`src/rtl/rf_pkg.sv`:
```
// rf_pkg: shared register-file types for the writeback path.
//   RF_AW / RF_DW / RF_NREG : architectural register file geometry
//   rf_addr_t / rf_data_t   : register address / data types
//   wb_req_t                : one writeback request {addr, data}
package rf_pkg;

    localparam int unsigned RF_AW   = 5;
    localparam int unsigned RF_DW   = 32;
    localparam int unsigned RF_NREG = 32;

    typedef logic [RF_AW-1:0] rf_addr_t;
    typedef logic [RF_DW-1:0] rf_data_t;

    typedef struct packed {
        rf_addr_t addr;
        rf_data_t data;
    } wb_req_t;

endpackage

```
`src/rtl/rr_arbiter.sv`:
```
// rr_arbiter: generic NREQ-way round-robin grant logic.
//   clk, rst  : clock, asynchronous active-low reset
//   i_valid   : per-requester request vector
//   i_en      : grant enable; when low no grant is issued
//   o_grant   : one-hot (or zero) combinational grant
// The pointer names the highest-priority requester and moves to one past
// the winner whenever a grant is issued.
module rr_arbiter #(
    parameter int unsigned NREQ = 3
) (
    input  logic            clk,
    input  logic            rst,
    input  logic [NREQ-1:0] i_valid,
    input  logic            i_en,
    output logic [NREQ-1:0] o_grant
);

    localparam int unsigned PW = (NREQ > 1) ? $clog2(NREQ) : 1;
    localparam int unsigned SW = PW + 1;

    logic [PW-1:0]   r_ptr;
    logic [PW-1:0]   w_ptr_nxt;
    logic [PW-1:0]   w_sel;
    logic [SW-1:0]   w_sum;
    logic [NREQ-1:0] w_grant;
    logic            w_found;

    // Scan ptr, ptr+1, ... modulo NREQ; first valid requester wins.
    always_comb begin
        w_grant   = '0;
        w_found   = 1'b0;
        w_ptr_nxt = r_ptr;
        w_sum     = '0;
        w_sel     = '0;
        for (int unsigned k = 0; k < NREQ; k++) begin
            w_sum = {1'b0, r_ptr} + SW'(k);
            if (w_sum >= SW'(NREQ)) begin
                w_sum = w_sum - SW'(NREQ);
            end
            w_sel = w_sum[PW-1:0];
            if (!w_found && i_valid[w_sel]) begin
                w_found        = 1'b1;
                w_grant[w_sel] = 1'b1;
                w_ptr_nxt      = (w_sel == PW'(NREQ - 1)) ? '0 : w_sel + 1'b1;
            end
        end
        // Reset is also a combinational gate so no grant leaks out while held.
        if (!i_en || !rst) begin
            w_grant   = '0;
            w_found   = 1'b0;
            w_ptr_nxt = r_ptr;
        end
    end

    always_ff @(posedge clk or negedge rst) begin
        if (!rst) begin
            r_ptr <= '0;
        end else if (w_found) begin
            r_ptr <= w_ptr_nxt;
        end
    end

    assign o_grant = w_grant;

endmodule

```
`src/rtl/rf_wb_arbiter.sv`:
```
// rf_wb_arbiter: shares the register-file write port among NREQ writeback
// requesters with round-robin arbitration and a registered write stage.
//   clk, rst            : clock, asynchronous active-low reset
//   req_valid/req_ready : per-requester handshake (ready is combinational)
//   req_addr/req_data   : packed per-requester address/data, slot i at i*W
//   wb_hold             : pipeline freeze, blocks all grants
//   wr_en/wr_addr/wr_data : registered register-file write port
//   last_grant          : one-hot copy of the most recent accepted grant
// Build option: RF_WB_X0_DROP_EN -- accepted writes to register 0 are
// consumed but do not raise wr_en.
module rf_wb_arbiter
    import rf_pkg::*;
#(
    parameter int unsigned NREQ = 3,
    parameter int unsigned AW   = RF_AW,
    parameter int unsigned DW   = RF_DW
) (
    input  logic               clk,
    input  logic               rst,
    input  logic [NREQ-1:0]    req_valid,
    output logic [NREQ-1:0]    req_ready,
    input  logic [NREQ*AW-1:0] req_addr,
    input  logic [NREQ*DW-1:0] req_data,
    input  logic               wb_hold,
    output logic               wr_en,
    output logic [AW-1:0]      wr_addr,
    output logic [DW-1:0]      wr_data,
    output logic [NREQ-1:0]    last_grant
);

    logic [NREQ-1:0] w_grant;
    logic            w_en;
    logic            w_accept;
    logic            w_write;
    logic [AW-1:0]   w_sel_addr;
    logic [DW-1:0]   w_sel_data;

    logic            r_wr_en;
    logic [AW-1:0]   r_wr_addr;
    logic [DW-1:0]   r_wr_data;
    logic [NREQ-1:0] r_last_grant;

    assign w_en = ~wb_hold;

    rr_arbiter #(
        .NREQ (NREQ)
    ) u_rr (
        .clk     (clk),
        .rst     (rst),
        .i_valid (req_valid),
        .i_en    (w_en),
        .o_grant (w_grant)
    );

    // Grant is one-hot, so an OR-mux selects the winning address/data.
    always_comb begin
        w_sel_addr = '0;
        w_sel_data = '0;
        for (int unsigned i = 0; i < NREQ; i++) begin
            if (w_grant[i]) begin
                w_sel_addr = w_sel_addr | req_addr[i*AW +: AW];
                w_sel_data = w_sel_data | req_data[i*DW +: DW];
            end
        end
    end

    assign w_accept = |w_grant;

`ifdef RF_WB_X0_DROP_EN
    assign w_write = w_accept && (w_sel_addr != '0);
`else
    assign w_write = w_accept;
`endif

    always_ff @(posedge clk or negedge rst) begin
        if (!rst) begin
            r_wr_en      <= 1'b0;
            r_wr_addr    <= '0;
            r_wr_data    <= '0;
            r_last_grant <= '0;
        end else begin
            r_wr_en <= w_write;
            if (w_accept) begin
                r_wr_addr    <= w_sel_addr;
                r_wr_data    <= w_sel_data;
                r_last_grant <= w_grant;
            end
        end
    end

    assign req_ready  = w_grant;
    assign wr_en      = r_wr_en;
    assign wr_addr    = r_wr_addr;
    assign wr_data    = r_wr_data;
    assign last_grant = r_last_grant;

endmodule

```
`config.mk`:
```
export PLATFORM = sky130hd
export DESIGN_NAME = rf_wb_arbiter
export DESIGN_NICKNAME = d
export VERILOG_FILES = /design/src/rtl/rf_pkg.sv /design/src/rtl/rr_arbiter.sv /design/src/rtl/rf_wb_arbiter.sv
export SDC_FILE = /design/constraint.sdc
export NUM_CORES = 1
export LEC_CHECK = 0
export ABC_AREA = 1
export CAP_MARGIN = 25
export CORE_MARGIN = 3
export CORE_UTILIZATION = 43
export DETAILED_ROUTE_END_ITERATION = 8
export PLACE_DENSITY = 0.9
export SYNTH_ARGS = -nofsm -noshare
export SYNTH_HDL_FRONTEND = slang
export SYNTH_SLANG_ARGS = --single-unit
```
`constraint.sdc`:
```
create_clock -name clk -period 4.15 [get_ports clk]
set_input_delay 0.6225 -clock clk [delete_from_list [all_inputs] [get_ports clk]]
set_output_delay 0.6225 -clock clk [all_outputs]
set_load 0.02 [all_outputs]
```
==> results.cfg <==
[clock_network]
cts_tree = built
ctsHoldBuffers = 0
clk_pin_slew_worst_paths_ns = 0.08
cts.repair.resized = 0
cts_made_buffers = 5
cts-htree-levels = 2
post-cts-setup-buffer-count = 0
clkSinkCount = 43
cts_root_buffer = clkbuf_8
clockBufferDepth = 2
insertion_delay_ns = 0.28

[critical_path]
critical_path_required_ns = 3.53
crit_chain = inv_1 -> ha_1 -> inv_1 -> nand2_1 -> nand3_1 -> nand2_1 -> nand3_1 -> nand2_1 -> inv_1 -> nand2_1 -> nand2_1 -> inv_1 -> clkdlybuf4s50_1
worst_path_most_repeated_cell = nand2_1
crit_type = reg2out
slowest_stage = clkdlybuf4s50_1
reg2reg_slack_ns = 1.38
arrival_ns = 2.64
cp-end-kind = primary output
worstSetupStartpointType = flop
critPathMaxFanout = 6
max_stage_delay_ns = 0.60

[place]
gp_congestion = 0.870
port_buffers = 160
dpl.hpwl_um = 6750
dpl.cell_count = 658

[run]
maxCapViolCount = 0

[logic_synthesis]
synth_area_um2 = 2940
yosys.area.top_type = dfrtp_1
synth.most_common_cell = nand2_1
synth_top_area_share_pct = 36.6
synth_common_cells = nand2_1, nand3_1, nor2_1
syn-num-nets = 567
yosysSeqAreaShare_pct = 36.6
yosysWarnings = 0
synth_ff_type = dfrtp_1
ys_top_cells_by_area = dfrtp_1, nand3_1, nand2_1, nor2_1, nand4_1
synth.distinct_cells = 19
ys_seq_elements = 43
syn_avg_cell_area_um2 = 6.60
synth-edff-count = 0
synth_cells = 446
async_flop_share_pct = 100

[timing]
hold_ws_ns = 0.429
tns_ns = 0
worst_slew_pin_slew_ns = 0.777
timing.final.crit_period_ns = 3.26
fin_skew_ns = 0.00595
hold_viol_final = 0
rsz0062_at_grt = false
drv_slew = 0
slew_headroom_pct = 48.2
final.period_utilization_pct = 78.5
setup_viol = 0
fmax_mhz = 307

[drt]
vias = 3440
finalWirelength_um = 9340
drc = 0
initialDrtViolationCount = 187
antenna_left = 0
wl_per_cell_um = 14.0
viasPerCell = 5.17
dr.pass1.iters = 5

[floorplanning]
die_h_um = 88.7
ios = 161
coreArea_um2 = 6490
die-area_um2 = 7870
fp.dieW_um = 88.7
num_rows = 29
initial_core_util_pct = 45.3

[global_routing]
grt_pass1_wl_um = 14400
grtUsageTotal_pct = 22.8
grt_max_degree = 79
grt_pass1_vias = 3303
antenna_found_initial = 0
grt_remaining_overflow = 0

[run_status]
run_status = finished clean

[hold_path]
min_path_type = in2async

[cells_and_area]
fin_util_pct = 70.8
drive_above_1_share_pct = 3.40
fin_cells = 666
syn_to_final_growth_pct = 56.3
nNetsFinal = 709
n_antenna_cell = 0

[power]
power.leakage_nw = 2.38
ir_drop_mv = 0.340
p_per_area_nw_per_um2 = 616
-- power breakdown --
part | leakage [nW] | internal (mW) | switching, mW
registers | 0.536 | 0.623 | 0.104
logic | 1.80 | 0.740 | 1.08
clock network | 0.0515 | 0.152 | 0.131
total | 2.38 | 1.51 | 1.32
-- per-layer routing --
| layer | wire [um] | vias to the layer above | GRT usage, % | part of all wire [%] |
|---|---|---|---|---|
| li1 | - | 1724 | - | - |
| met1 | 3670 | 1565 | 25.6 | 39 |
| met2 | 4780 | 137 | 42.1 | 51 |
| met3 | 788 | 14 | 5.96 | 8.4 |
| met4 | 104 | 0 | 6.18 | 1.1 |
| met5 | 0 | - | 0 | 0 |
-- metrics by stage --
step	instance area, um^2	power [mW]	worst slack [ns]
after floorplan	2940	1.89	1.66
after global placement	4500	2.48	1.12
after detailed placement	4500	2.56	1.03
after CTS	4600	2.85	0.908
after global routing	4600	3.05	0.655
final	4600	2.83	0.892
-- critical path, delay by kind of cell (launching register included) --
kind          cells  cell delay (ns)
fa+ha+maj         1             0.40
simple gates      7             0.62
buf+inv           5             0.94
flops             1             0.41
-- worst paths after layout --
check | start | to | cells past startpoint
worst max-delay path | u_rr.r_ptr[0] | req_ready[1] | 13
worst min-delay path | rst | last_grant[2] | 2
worst max register to register | u_rr.r_ptr[0] | wr_data[13] | 13
worst min register to register | last_grant[2] | last_grant[2] | 2
max in group asynchronous | rst | wr_data[28] | 2
min in group clk | last_grant[2] | last_grant[2] | 2
-- sequential cells by signal, summed over array words and instances (netlist names) --
name        count
wr_data        32
u_rr.r_ptr      2
last_grant      3
wr_addr         5
wr_en           1
-- area by class of cell --
cell class | instances | area [um^2]
clock buffers | 8 | 100
fillers | 530 | 1900
inverters | 54 | 203
multi-input cells | 317 | 1480
flip-flops and latches | 43 | 1080
well taps | 77 | 96.3
repair buffers | 167 | 1650
-- kinds of logic (layout without fill, tap and decap cells) --
kind of cell	count (synthesis)	after routing	synth area share (%)
AND/OR/NAND/NOR	307	307	46.7
buffers and inverters	86	229	13.3
flip-flops	43	43	36.6
AO/OA/AOI/OAI	6	6	1.70
adder cells (fa/ha/maj)	4	4	1.70
-- layout by cell type (no fill, tap or decap), types with 3 or more instances in the layout --
master	synthesis	final
nor2_1	75	75
clkdlybuf4s50_1	0	159
ha_1	4	4
nand4_1	41	41
buf_4	6	7
dfrtp_1	43	43
clkbuf_8	0	7
o21ai_0	3	3
nand3_1	89	89
inv_1	53	53
nand2_1	100	100
No activity file was read; power rests on OpenSTA's default activity.
